`src/rtl/stopwatch_pkg.sv`:
```
// Shared stopwatch datapath types and constants.
package stopwatch_pkg;

  localparam int unsigned TIME_W   = 19;
  localparam int unsigned TIME_MAX = 524287;

  typedef logic [TIME_W-1:0] time_t;

endpackage

```
`src/rtl/mag_compare.sv`:
```
// Combinational unsigned magnitude compare of two WIDTH-bit operands.
module mag_compare #(
  parameter int unsigned WIDTH = 19
) (
  input  logic [WIDTH-1:0] a,
  input  logic [WIDTH-1:0] b,
  output logic             eq,
  output logic             lt,
  output logic             gt
);

  // Operands are plain unsigned vectors, so relational operators compare magnitude.
  always_comb begin
    eq = (a == b);
    lt = (a < b);
    gt = (a > b);
  end

endmodule

```
`src/rtl/time_comparator.sv`:
```
// Registered time comparator: eq/lt/gt flags one cycle after an enabled sample,
// plus a single-cycle pulse when equality is first reached.
module time_comparator
  import stopwatch_pkg::*;
#(
  parameter int unsigned WIDTH = TIME_W
) (
  input  logic             clk,
  input  logic             rst_n,
  input  logic             en,
  input  logic [WIDTH-1:0] a,
  input  logic [WIDTH-1:0] b,
  output logic             out,
  output logic             lt,
  output logic             gt,
  output logic             match_pulse
);

  logic w_eq;
  logic w_lt;
  logic w_gt;

  logic r_eq;
  logic r_lt;
  logic r_gt;
  logic r_pulse;

  mag_compare #(
    .WIDTH (WIDTH)
  ) u_mag_compare (
    .a  (a),
    .b  (b),
    .eq (w_eq),
    .lt (w_lt),
    .gt (w_gt)
  );

  // Flag and pulse registers; reset wins over enable, pulse self-clears when idle.
  always_ff @(posedge clk) begin
    if (!rst_n) begin
      r_eq    <= 1'b0;
      r_lt    <= 1'b0;
      r_gt    <= 1'b0;
      r_pulse <= 1'b0;
    end else if (en) begin
      r_eq    <= w_eq;
      r_lt    <= w_lt;
      r_gt    <= w_gt;
      // Rising edge of the equality flag, using its pre-edge value.
      r_pulse <= w_eq & ~r_eq;
    end else begin
      r_pulse <= 1'b0;
    end
  end

  assign out         = r_eq;
  assign lt          = r_lt;
  assign gt          = r_gt;
  assign match_pulse = r_pulse;

endmodule

```
`config.mk`:
```
export PLATFORM = sky130hd
export DESIGN_NAME = time_comparator
export DESIGN_NICKNAME = d
export VERILOG_FILES = /design/src/rtl/stopwatch_pkg.sv /design/src/rtl/mag_compare.sv /design/src/rtl/time_comparator.sv
export SDC_FILE = /design/constraint.sdc
export NUM_CORES = 1
export LEC_CHECK = 0
export CAP_MARGIN = 10
export CORE_MARGIN = 5
export CORE_UTILIZATION = 35
export DETAILED_ROUTE_END_ITERATION = 8
export PLACE_DENSITY_LB_ADDON = 0.3
export RECOVER_POWER = 50
export SLEW_MARGIN = 25
export SYNTH_ARGS = -nofsm -noshare
export SYNTH_HDL_FRONTEND = slang
export SYNTH_SLANG_ARGS = --single-unit
```
`constraint.sdc`:
```
create_clock -name clk -period 1.9 [get_ports clk]
set_input_delay 0.285 -clock clk [delete_from_list [all_inputs] [get_ports clk]]
set_output_delay 0.285 -clock clk [all_outputs]
set_load 0.005 [all_outputs]
```
==> reports/results.txt <==
core area: 1745 um^2
Tot GR Track Use: 12.33%
CTS hold repair buffers: 0
register area: 80.08 um^2
DP Worst Slack: -158.2 ps
Yosys top cell area share: 36.33%
Root Driver: clkbuf_4
clock skew: 0.001790 ps
most common cell after layout, fill and taps aside: clkdlybuf4s50_1
Post-Place Cell Area: 1141 um^2
GRT Residual Overflow: 0
CP Data Required Time: 2070 ps
Pins Over Slew Limit: 0
status: finished, final reports clean
leakage: 0.5760 nW
routed vias: 751
gp weighted congestion: 0.6810
largest net degree at the start of global routing: 5
Num CTS Buffers: 3
period utilization: 95.79%
most frequent cells in the layout: 41 x clkdlybuf4s50_1, 20 x inv_1, 15 x ha_1
layout cells sized above 1: 10.61%
DR WL/cell: 11.44 um
CP Capture Type: flip-flop
First-pass DRT Iterations: 3
Die Footprint: 2835 um^2
chip height: 53.24 um
nets: 194
Post-Layout Cell Count: 157
Crit Path Category: input pin to flip-flop
maximum clock frequency: 549.5 MHz
PD cells: 333.6 nW/um^2
Post-Syn Area: 654.4 um^2
worst skew pair latency: 230 ps
Routed WL: 1796 um
design area: 1214 um^2
Worst Slack Setup Final: 80.04 ps
hold violation count in the final report: 0
first-pass GRT wire length: 2677 um
num ports: 45
max-cap viol count: 0
DP HPWL: 1559 um
Row Count: 15
Port Buffers: 44
H-tree Lvls: 1
setup_tns: 0 ps
syn nets: 143
vias in the first global route: 703
crit start category: input pin
worst vdd ir: 409.8 uV
initial antenna violation count: 0
Initial Utilization: 37.49%
YS warnings: 0
Seq/Total Area, Yosys: 12.24%
Yosys top cell by area: ha_1
CTS Sinks: 4
Crit path arrival time: 1990 ps
Hold Path Class: flip-flop to flip-flop
Antenna Cells: 0
Die W: 53.24 um
Worst Tran Pin Value: 265.4 ps
syn_area_per_cell: 7.884 um^2
CTS tree: done
clk slew on worst S/H paths: 40 ps
Max clock buf depth: 2
hold depth: 2
Placed Instances: 154
Final ANT Viol Nets: 0
Final Setup Violations: 0
CP Max Fanout: 4
worst r2r path cells: 3
Multi-input gate area: 549.3 um^2
DR vias/cell: 4.783
Min Clock Period, post-route: 1820 ps
DR iter-0 viols: 3
Distinct cells, synth: 21
flops & latches, synth: 4
DRC Markers: 0
# fillers: 147
slew margin rel.: 82.20%
Layout Area Growth over Synthesis: 85.47%
Syn Inst Count: 83
top post-synthesis cells by area: ha_1 36%, dfxtp_1 12%, inv_1 11%
timing repair:
action | CTS | global route
setup buffers | 0 | 0
gates resized for setup | 0 | 4
endpoints found under the hold margin | 0 | 0
setup endpoints to repair | 0 | 2
metrics by stage:
step	total power, mW	util (%)	hold slack, ps
floorplan	0.1828	-	406.7
global placement	0.2897	65.38	445.8
detailed placement	0.2958	65.38	448.9
CTS	0.3999	66.67	455.2
global route	0.4475	69.53	473.8
finish	0.4049	69.53	449.0
routing by layer:
metal / share of wire, % / vias up / GRT usage [%]
li1: - / 387 / -
met1: 37 / 341 / 13.71
met2: 57 / 23 / 22.86
met3: 5.7 / 0 / 3.380
met4: 0 / 0 / 2.553
met5: 0 / - / 0
where the power goes:
part	total, mW	switching [mW]	leakage (nW)	internal [mW]
clock network	0.0997	0.0295	0.0138	0.0703
registers	0.0896	0.00152	0.0326	0.0881
logic	0.216	0.0818	0.530	0.134
final cells by class:
class                           count  share of cell area (%)
Timing Repair Buffer               46                   37.53
Clock buffer                        3                   1.856
Tap cell                           25                   2.577
Sequential cell                     4                   6.598
Inverter                           20                   6.186
Multi-Input combinational cell     59                   45.26
critical path, stage by stage:
cell and delay (ps):
clkdlybuf4s50_1 470, inv_1 40, ha_1 320, nand4_4 140, nor4_4 340, nand2_1 110, mux2i_1 130, and2_1 140
synth_stat cells (all sizes together):
master,number
nor2,2
o21ai,5
ha,19
and3,1
a22o,1
dfxtp,4
a21oi,10
nor4,1
mux2i,1
inv,20
nor3,2
nand2,8
nand4,4
a211oi,1
o211ai,1
a22oi,1
nor2b,1
and2,1
kinds of logic after synthesis:
kind of cell             after synthesis  share of synthesized area, %
AO/OA/AOI/OAI                         19                         17.02
adder cells (fa/ha/maj)               19                         36.33
buffers and inverters                 20                         11.47
flip-flops                             4                         12.24
multiplexers                           1                         1.530
AND/OR/NAND/NOR                       20                         21.42
sequential cells by signal (all words and copies together), names as in the netlist:
signal       cells
match_pulse      1
lt               1
out              1
gt               1
final timing paths:
kind,start,end,slack (ps)
worst min register to register,lt,lt,450
worst max register to register,out,out,1200
worst max-delay path,b[16],out,80
worst min-delay path,lt,lt,450
Power figures use the tool's default switching activity.
